<file path="config.mk">
export PLATFORM = sky130hd
export DESIGN_NAME = led_fade_sequencer
export DESIGN_NICKNAME = d
export VERILOG_FILES = /design/src/rtl/led_fade_sequencer.sv
export SDC_FILE = /design/constraint.sdc
export NUM_CORES = 1
export LEC_CHECK = 0
export BUFFER_PORTS_ARGS = -buffer_cell sky130_fd_sc_hd__buf_2
export CAP_MARGIN = 10
export CORE_UTILIZATION = 54
export CTS_CLUSTER_DIAMETER = 50
export DETAILED_ROUTE_END_ITERATION = 10
export PLACE_DENSITY = 0.87
export SLEW_MARGIN = 20
export SYNTH_ARGS = -nofsm -noshare
export SYNTH_HDL_FRONTEND = slang
export SYNTH_SLANG_ARGS = --single-unit
</file>
<file path="constraint.sdc">
create_clock -name clk -period 2.25 [get_ports clk]
set_input_delay 0.225 -clock clk [delete_from_list [all_inputs] [get_ports clk]]
set_output_delay 0.225 -clock clk [all_outputs]
set_load 0.02 [all_outputs]
</file>
<file path="src/rtl/led_fade_sequencer.sv">
// rtl/led_fade_sequencer.sv - LED value counter and brightness ramp/breathe sequencer
// Turns debounced button pulses into a saturating counter and a stepped PWM level.
module led_fade_sequencer #(
  parameter int STEP_CYCLES = 5000000,
  parameter int MAX_LEVEL   = 4,
  parameter int LVL_W       = 3
) (
  input  logic                    clk,
  input  logic                    reset,
  input  logic [3:0]              btn_pressed,
  output logic signed [3:0]       counter,
  output logic [LVL_W-1:0]        brightness,
  output logic                    ramping,
  output logic                    breathe
);

  localparam int                TW     = $clog2(STEP_CYCLES);
  localparam logic [TW-1:0]     T_LAST = TW'(STEP_CYCLES - 1);
  localparam logic [LVL_W-1:0]  MAX_L  = LVL_W'(MAX_LEVEL);
  localparam logic [LVL_W-1:0]  ZERO_L = '0;
  localparam logic [LVL_W-1:0]  ONE_L  = LVL_W'(1);

  typedef enum logic [1:0] {
    IDLE,
    RAMP,
    BREATHE_UP,
    BREATHE_DOWN
  } state_t;

  state_t           state, state_nx;
  logic [TW-1:0]    timer, timer_nx;
  logic [LVL_W-1:0] tgt, tgt_nx;
  logic [LVL_W-1:0] bright_nx;

  logic cnt_up, cnt_dn, lvl_up, lvl_dn, toggle, step;

  assign cnt_up = btn_pressed[0] & ~btn_pressed[1];
  assign cnt_dn = btn_pressed[1] & ~btn_pressed[0];
  assign lvl_up = btn_pressed[2] & ~btn_pressed[3];
  assign lvl_dn = btn_pressed[3] & ~btn_pressed[2];
  assign toggle = btn_pressed[2] & btn_pressed[3];
  assign step   = (timer == T_LAST);

  always_ff @(posedge clk or posedge reset) begin
    if (reset) begin
      counter <= 4'sd0;
    end else if (cnt_up && counter != 4'sd7) begin
      counter <= counter + 4'sd1;
    end else if (cnt_dn && counter != -4'sd8) begin
      counter <= counter - 4'sd1;
    end
  end

  always_comb begin
    state_nx  = state;
    timer_nx  = timer;
    tgt_nx    = tgt;
    bright_nx = brightness;

    // Target only follows single presses while not sweeping.
    if (state == IDLE || state == RAMP) begin
      if (lvl_up && tgt != MAX_L) begin
        tgt_nx = tgt + ONE_L;
      end else if (lvl_dn && tgt != ZERO_L) begin
        tgt_nx = tgt - ONE_L;
      end
    end

    case (state)
      IDLE: begin
        timer_nx = '0;
        if (toggle) begin
          state_nx = BREATHE_UP;
        end else if (brightness != tgt) begin
          state_nx = RAMP;
        end
      end

      RAMP: begin
        if (toggle) begin
          state_nx = BREATHE_UP;
          timer_nx = '0;
        end else if (brightness == tgt) begin
          state_nx = IDLE;
          timer_nx = '0;
        end else begin
          timer_nx = step ? '0 : timer + TW'(1);
          if (step) begin
            bright_nx = (brightness < tgt) ? brightness + ONE_L : brightness - ONE_L;
            // Compare against the updated target so a press on the step edge keeps the timer phase.
            if (bright_nx == tgt_nx) begin
              state_nx = IDLE;
            end
          end
        end
      end

      BREATHE_UP: begin
        if (toggle) begin
          state_nx = RAMP;
          timer_nx = '0;
        end else begin
          timer_nx = step ? '0 : timer + TW'(1);
          if (step) begin
            if (brightness >= MAX_L) begin
              bright_nx = MAX_L - ONE_L;
              state_nx  = BREATHE_DOWN;
            end else begin
              bright_nx = brightness + ONE_L;
              if (bright_nx == MAX_L) begin
                state_nx = BREATHE_DOWN;
              end
            end
          end
        end
      end

      BREATHE_DOWN: begin
        if (toggle) begin
          state_nx = RAMP;
          timer_nx = '0;
        end else begin
          timer_nx = step ? '0 : timer + TW'(1);
          if (step) begin
            if (brightness == ZERO_L) begin
              bright_nx = ONE_L;
              state_nx  = BREATHE_UP;
            end else begin
              bright_nx = brightness - ONE_L;
              if (bright_nx == ZERO_L) begin
                state_nx = BREATHE_UP;
              end
            end
          end
        end
      end

      default: begin
        state_nx = IDLE;
        timer_nx = '0;
      end
    endcase
  end

  always_ff @(posedge clk or posedge reset) begin
    if (reset) begin
      state      <= IDLE;
      timer      <= '0;
      tgt        <= '0;
      brightness <= '0;
      ramping    <= 1'b0;
      breathe    <= 1'b0;
    end else begin
      state      <= state_nx;
      timer      <= timer_nx;
      tgt        <= tgt_nx;
      brightness <= bright_nx;
      ramping    <= (state_nx == RAMP);
      breathe    <= (state_nx == BREATHE_UP) || (state_nx == BREATHE_DOWN);
    end
  end

endmodule

</file>
# Yosys cells after proc, flatten, opt, wreduce, memory -nomap -nowiden
# Cells that the tools add are included.
[op_classes]
n_addsub = 7
order_cmp = 2
n_eq_ne = 21
n_mux = 36
bitwise = 9
n_reduce_logical = 14
[op_table]
columns = ["operator", "n"]
rows = [
  ["2-to-1 mux 23 bit", 4],
  ["one-hot mux 23 bit (3 select lines)", 1],
  ["2-to-1 mux 3 bit", 13],
  ["2-to-1 mux 2 bit", 14],
  ["adder 23 x 1 -> 23 bit (second input constant)", 1],
  ["equality test 23 bit (second input constant)", 1],
  ["inequality test 2 bit (second input constant)", 7],
  ["one-hot mux 3 bit (3 select lines)", 1],
  ["equality test 2 bit (second input constant)", 4],
  ["2-to-1 mux 4 bit", 2],
  ["inequality test 4 bit (second input constant)", 2],
  ["one-hot mux 2 bit (4 select lines)", 1],
  ["AND reduction 8 bit", 1],
  ["adder 3 x 1 -> 3 bit (second input constant)", 2],
  ["equality test 3 bit", 2],
  ["zero test 3 bit", 2],
  ["nonzero test 3 bit", 2],
  ["subtractor 3 x 1 -> 3 bit (second input constant)", 2],
  ["AND 1 bit", 5],
  ["adder 4 x 2 -> 4 bit (second input constant)", 1],
  ["equality test 2 x 1 -> 1 bit (second input constant)", 2],
  ["logical AND 1 bit", 4],
  ["NOT 1 bit", 4],
  ["subtractor 4 x 2 -> 4 bit (second input constant)", 1],
  ["other kinds (9)", 10],
]
[word_totals]
ff_bits = 37
input_bits = 6
out_inout_bits = 9
wordCells = 96

# Logic depth before layout (Yosys ltp)
# Gate-level depths: netlist of run 1.
[logic_depth]
ltp_word = 14
ltp_mapped = 8
depth_no_buf = 8

# Worst setup path after synthesis of run 1
# OpenSTA, ideal clock, no wires.
[synth_path]
path_type = "register to register"
from = "register timer[0]"
to = "register state[0]"
setup_time_ps = 130
arrival_time_ps = 2174
required_ps = 2120
path_slack_ps = -55
path_stages_with_launch = 8
n_path_buf = 0
period_less_slack_ps = 2305
path_cell_list = "dfrtp_1 > ha_1 > nand3_1 > or4_4 > or2_4 > or4_4 > a21oi_1 > a21oi_1"
[synth_between]
elab_chain_cells = 5
word_cells_on_any_way = 9
cone_classes = "eq/ne: 1; mux: 8"
[synth_rtl]
columns = ["item", "line_no", "source"]
rows = [
  ["start, declared", "31", "logic [TW-1:0] timer, timer_nx;"],
  ["start signal, assigned", "155", "timer <= timer_nx;"],
  ["equality test 23 bit (*)", "42", "assign step = (timer == T_LAST);"],
  ["2-to-1 mux 2 bit", "88", "if (step) begin"],
  ["2-to-1 mux 2 bit", "83", "end else if (brightness == tgt) begin"],
  ["2-to-1 mux 2 bit", "80", "if (toggle) begin"],
  ["one-hot mux 2 bit (4 select lines) (*)", "69", "case (state)"],
  ["via state_nx[0]", "30", "state_t state, state_nx;"],
  ["end signal, assigned", "154", "state <= state_nx;"],
  ["end, declared", "30", ""],
]
# Mark *: on every way through the listed nets, which the timed path passes. The rest lies on a longest branch.
# A chain may end at the register's enable or synchronous reset.

# Worst setup path after layout of run 1
[layout_path]
from = "register timer[1]"
to = "register state[0]"
# Same word-level chain as after synthesis.

==> flow_summary.toml, run 1 <==
[floorplan]
core_area_um2 = 4030
die_area_um2 = 4510
die_h_um = 67.2
die_w_um = 67.2
num_io_pins = 15
start_util_pct = 57.0
rows = 23

[clock_tree]
clk_path_buf_depth = 2
clk_pin_slew_ns = 0.07
cts-root-buf = "clkbuf_8"
numCtsBuffers = 5
cts_sinks = 37
hold_buffers = 0
tritoncts = "built"
worst_skew_pair.late_latency_ns = 0.28
htree_num_levels = 2

[grt]
grt_start_max_net_pins = 38
grt_pass1_wl_um = 8310
grtUsageTotal_pct = 24.7
grt_pass1_vias = 1835
grt_antenna_before_repair = 0
grt_overflow = 0

[synth]
ys_seq_area_share_pct = 40.3
ys.flop_type = "dfrtp_1"
synth_enable_flop_cells = 0
synth_nets = 271
ys_types = 46
ys_seq_elements = 37
syn_area_um2 = 2290
ys_async_sr_fraction_pct = 100
syn_inst = 248
synth_warnings = 0
avgSynthCellArea_um2 = 9.25

[power_and_ir_drop]
power_w = 0.00258
peakVddDrop_mv = 0.448
power-per-cell-area_nw_per_um2 = 970
p_leak_nw = 1.16

[outcome]
status = "finished clean"

[finish]
layout-drive-gt1-share_pct = 19.2
multi_input_area_um2 = 1330
fill_cells = 311
antennaDiodeCount = 0
register_area_um2 = 926
final_core_util_pct = 66.0
area_growth_pct = 15.9
num-nets-final = 304

[setup_path]
cp_slowest_cell = "or4_4"
crit_top_cell = "or4_4"
critPathBufInv = 0
crit_family = "simple AND/OR/NAND/NOR gates"
worstSetupStartpointType = "flop"
crit_path_end_kind = "flop"
critPathArrivalTime_ns = 2.34
slowest_delay_ns = 0.50
critPathKind = "flop to flop"
critPathMaxFanout = 3
worstPathRequired_ns = 2.41
path_cells = "ha_2 -> nand3_2 -> or4_4 -> or2_4 -> or4_4 -> a21oi_2 -> a21oi_1"

[timing]
worstMarginPinSlew_ns = 0.465
holdWs_ns = 0.0493
hold_viol = 0
finalSetupViolations = 0
slew-limit-headroom_pct = 69.0
fin_crit_sh_pct = 96.5
fmax_ghz = 0.461
fin_worst_skew_ns = 0.00872
slew_violations = 0
period_needed_ns = 2.17

[placement]
hpwl_um = 3500
gp_congestion = 0.874
port_buffers = 14

[route]
wl_per_cell_um = 15.2
via_per_inst = 5.95
first_pass_iters = 5
ant_nets = 0
drc_errors = 0
via_count = 1970
drt-initial-drc-count = 173
wirelength_um = 5030

[hold_path]
hold_path.class = "input port to asynchronous set/reset pin"

[run]
cap_violations = 0
==> synthesized netlist by cell type, drive strengths merged (5+ instances only) <==
cell | count | area, um^2
xnor2 | 13 | 114
a21oi | 14 | 70.1
nand2 | 25 | 93.8
inv | 12 | 45.0
nor2b | 5 | 31.3
nand3 | 11 | 55.1
xor2 | 10 | 87.6
ha | 16 | 200
or3 | 6 | 38.8
nor3 | 6 | 30.0
nor2 | 23 | 86.3
and3 | 5 | 33.8
o21ai | 7 | 35.0
dfrtp | 37 | 926
==> cell type report <==
| class | count | share of cell area, % |
|---|---|---|
| multi-input cells | 194 | 49.8 |
| flip-flops and latches | 37 | 34.8 |
| repair buffers | 31 | 7.91 |
| clock buffers | 6 | 3.11 |
| well taps | 50 | 2.35 |
| inverters | 12 | 1.69 |
| clock inverters | 1 | 0.282 |
==> logic make-up (layout without fill, tap and decap cells) <==
group                    after synthesis  in the layout  synth area share (%)
multiplexers                           4              4                  1.80
flip-flops                            37             37                  40.3
AND/OR/NAND/NOR                      107            107                  24.6
buffers and inverters                 17             50                  2.83
AO/OA/AOI/OAI                         43             43                  12.1
XOR/XNOR                              23             23                  8.78
adder cells (fa/ha/maj)               17             17                  9.60
==> worst paths after layout <==
check                                              end                    from  cells after the start  slack [ns]
worst min register to register  counter[3]$_DFFE_PP0P_  counter[3]$_DFFE_PP0P_                      1        0.50
min in group clk                    state[1]$_DFF_PP0_          btn_pressed[2]                      3        0.32
worst max-delay path                state[0]$_DFF_PP0_      timer[1]$_DFF_PP0_                      7        0.08
worst min-delay path                  tgt[0]$_DFF_PP0_                   reset                      3        0.05
worst max register to register      state[0]$_DFF_PP0_      timer[1]$_DFF_PP0_                      7        0.08
max in group asynchronous           timer[1]$_DFF_PP0_                   reset                      3        1.87
==> stage by stage <==
stage / setup WS [ns] / std cells / area [um^2] / setup TNS (ns)
3_5_place_dp: -0.0262 / 320 / 2520 / -0.0262
5_1_grt: -0.0195 / 331 / 2660 / -0.0195
3_3_place_gp: 0.0531 / 320 / 2520 / 0
2_1_floorplan: 0.0475 / 248 / 2300 / 0
4_1_cts: 0.0290 / 329 / 2630 / 0
6_report: 0.0789 / 331 / 2660 / 0
==> flip-flops by register name, summed over array words and instances, names as in the netlist <==
name / flops
state: 2
brightness: 3
counter: 4
timer: 23
breathe: 1
tgt: 3
ramping: 1
==> power breakdown <==
part / total, W / switching [W] / internal [W]
Clock: 0.000463 / 0.000221 / 0.000242
Sequential: 0.000948 / 0.000157 / 0.000791
Combinational: 0.00117 / 0.000646 / 0.000522
==> per-layer routing <==
layer | track usage [%] | part of all wire [%]
met5 | 0 | 0
met4 | 9.31 | 1.4
met3 | 3.89 | 5.3
met2 | 42.0 | 50
met1 | 31.4 | 43
==> cells in the final DEF, fill, tap and decap left out, types with 4 or more instances in the layout <==
cell / instances
inv_1: 11
dfrtp_1: 37
nor2_1: 23
nor4_1: 4
xnor2_1: 13
or3_1: 4
nor2b_1: 5
nor3_1: 6
o21ai_0: 7
xor2_1: 10
clkbuf_8: 6
buf_4: 16
nand3b_1: 4
nand3_1: 10
a21oi_1: 13
ha_1: 15
buf_2: 14
nand2_1: 25
nand4_1: 4
==> worst reg2reg max path, cell delays in order (launching register included) <==
cell and delay [ns]:
dfrtp_1 0.38, ha_2 0.21, nand3_2 0.07, or4_4 0.50, or2_4 0.27, or4_4 0.43, a21oi_2 0.15, a21oi_1 0.07
==> timing repair <==
| action | 4_1_cts | 5_1_grt |
|---|---|---|
| gates resized for setup | 1 | 4 |
| pin swaps | 5 | 3 |
| buffers inserted | 2 | 2 |
| setup endpoints to repair | 2 | 2 |
Power figures use the tool's default switching activity.
==> run 2: changes to the inputs <==
--- a/config.mk
+++ b/config.mk
@@ -7,10 +7,10 @@
 export LEC_CHECK = 0
 export BUFFER_PORTS_ARGS = -buffer_cell sky130_fd_sc_hd__buf_2
 export CAP_MARGIN = 10
-export CORE_UTILIZATION = 54
+export CORE_UTILIZATION = 58
 export CTS_CLUSTER_DIAMETER = 50
 export DETAILED_ROUTE_END_ITERATION = 10
-export PLACE_DENSITY = 0.87
+export PLACE_DENSITY = 0.89
 export SLEW_MARGIN = 20
 export SYNTH_ARGS = -nofsm -noshare
 export SYNTH_HDL_FRONTEND = slang
==> constraint.sdc (replaced) <==
create_clock -name clk -period 2.3 [get_ports clk]
set_input_delay 0.23 -clock clk [delete_from_list [all_inputs] [get_ports clk]]
set_output_delay 0.23 -clock clk [all_outputs]
set_load 0.02 [all_outputs]
==> run 2 against run 1 <==
Against the previous run:
- the run now ends with hold timing left
- hold slack lost 0.062 ns
- critical path depth down 1
- maximum frequency shrank 2.9%
- design area up 0.75%
- critical path type unchanged
- routed wire length fell by 5.1%
- clock power grew 29%
==> flow_summary.toml, run 2 (synthesized netlist as in run 1, its figures left out) <==
[setup_path]
critPathArrivalTime_ns = 2.41
regToRegEndpoint = "state[0]$_DFF_PP0_"
rr_startpoint = "timer[15]$_DFF_PP0_"
r2r_slack_ns = 0.06
startpoint = "timer[15]$_DFF_PP0_"
critPathKind = "flop to flop"
critPathMaxFanout = 3
worstPathRequired_ns = 2.48
crit_path_end_kind = "flop"
reg2reg_depth = 6
worstSetupStartpointType = "flop"

[clock_tree]
cts-root-buf = "clkbuf_8"
worst_skew_pair.late_latency_ns = 0.30
clk_pin_slew_ns = 0.08
cts_sinks = 37
numCtsBuffers = 5
tritoncts = "built"
clk_path_buf_depth = 2
htree_num_levels = 2
hold_buffers = 0

[grt]
grt_antenna_before_repair = 0
grt_overflow = 0
grt_pass1_vias = 1904
grtUsageTotal_pct = 25.2
grt_pass1_wl_um = 8130
grt_start_max_net_pins = 25

[timing]
finalSetupViolations = 0
setup_ws_ns = 0.0634
period_needed_ns = 2.24
slew-limit-headroom_pct = 60.7
fin_crit_sh_pct = 97.2
fin_worst_skew_ns = 0.00863
fmax_ghz = 0.447
worstMarginPinSlew_ns = 0.588
slew_violations = 0
fin_setup_tns_ns = 0
hold_viol = 13
holdWs_ns = -0.0122

[route]
via_per_inst = 5.77
ant_nets = 0
first_pass_iters = 4
drt-initial-drc-count = 200
via_count = 1894
wl_per_cell_um = 14.5
drc_errors = 0
wirelength_um = 4770

[finish]
stdcell_count = 328
antennaDiodeCount = 0
layout-drive-gt1-share_pct = 18.2
largestRegisters = "timer x23, counter x4"
most-common-layout-cells = "dfrtp_1, nand2_1, nor2_1"
regMostFlops = "timer"
num-nets-final = 302
area_growth_pct = 16.7
final_common_cell = "dfrtp_1"
largest_reg_flops = 23

[power_and_ir_drop]
power-per-cell-area_nw_per_um2 = 971
p_sw_w = 0.000995
p_leak_nw = 1.17
peakVddDrop_mv = 0.406
sw_frac_of_total_pct = 38.3
p_int_w = 0.00161
p_seq_share_pct = 35.5
clockPowerShare_pct = 23.0
combPwrFrac_pct = 41.5
power_w = 0.00260

[placement]
dp_slack_ns = -0.0246
gp_congestion = 0.849
hpwl_um = 3360
port_buffers = 14
dp.cells = 316

[floorplan]
die_area_um2 = 4210
die_w_um = 64.9
rows = 22
core_area_um2 = 3720
die_h_um = 64.9
start_util_pct = 61.8
num_io_pins = 15

[outcome]
status = "finished with violations"
violations = "hold timing"

[hold_path]
hold_path.class = "input port to asynchronous set/reset pin"

[run]
cap_violations = 0
-- run 2: final cells by class --
type	count	area, um^2
inverters	12	45.0
clock buffers	6	82.6
well taps	48	60.1
flip-flops and latches	37	926
clock inverters	2	37.5
fillers	261	1040
repair buffers	29	208
multi-input cells	194	1320
-- run 2: per-layer routing --
| layer | vias up | GRT usage, % | wire length [um] |
|---|---|---|---|
| met4 | 0 | 10.6 | 63 |
| met1 | 902 | 32.1 | 2210 |
| li1 | 942 | - | - |
| met3 | 7 | 4.93 | 183 |
| met5 | - | 0 | 0 |
| met2 | 43 | 41.4 | 2310 |
-- run 2: timing repair --
item,CTS,global route
pin swaps,2,3
buffers inserted,1,3
resized for setup,1,3
hold endpoints to repair,0,0
setup endpoints to repair,1,2
-- run 2: how the worst max path moves through the flow --
stage                              end  slack [ns]
floorplan           state[0]$_DFF_PP0_       0.001
global placement    state[0]$_DFF_PP0_        0.03
detailed placement  state[0]$_DFF_PP0_       -0.02
CTS                 state[0]$_DFF_PP0_        0.03
global route         ramping$_DFF_PP0_       -0.01
finish              state[0]$_DFF_PP0_        0.06
-- run 2: power groups by stage --
stage,sequential [W],combinational (W),clock (W)
after floorplan,0.000959,0.000680,0
after global placement,0.000929,0.000989,0
after detailed placement,0.000932,0.00102,0
after CTS,0.000920,0.00105,0.000603
after global routing,0.000947,0.00120,0.000627
final,0.000924,0.00108,0.000597
-- run 2: stage by stage --
| stage | cell area [um^2] | util, % |
|---|---|---|
| 2_1_floorplan | 2300 | - |
| 3_3_place_gp | 2510 | 67.7 |
| 3_5_place_dp | 2510 | 67.7 |
| 4_1_cts | 2650 | 71.2 |
| 5_1_grt | 2680 | 72.1 |
| 6_report | 2680 | 72.1 |
-- run 2: critical path, stage by stage (launching register included) --
cell       delay (ns)
dfrtp_1          0.39
nand4bb_1        0.20
or4_4            0.50
or2_4            0.26
or4_4            0.54
a21oi_2          0.15
a21oi_1          0.08
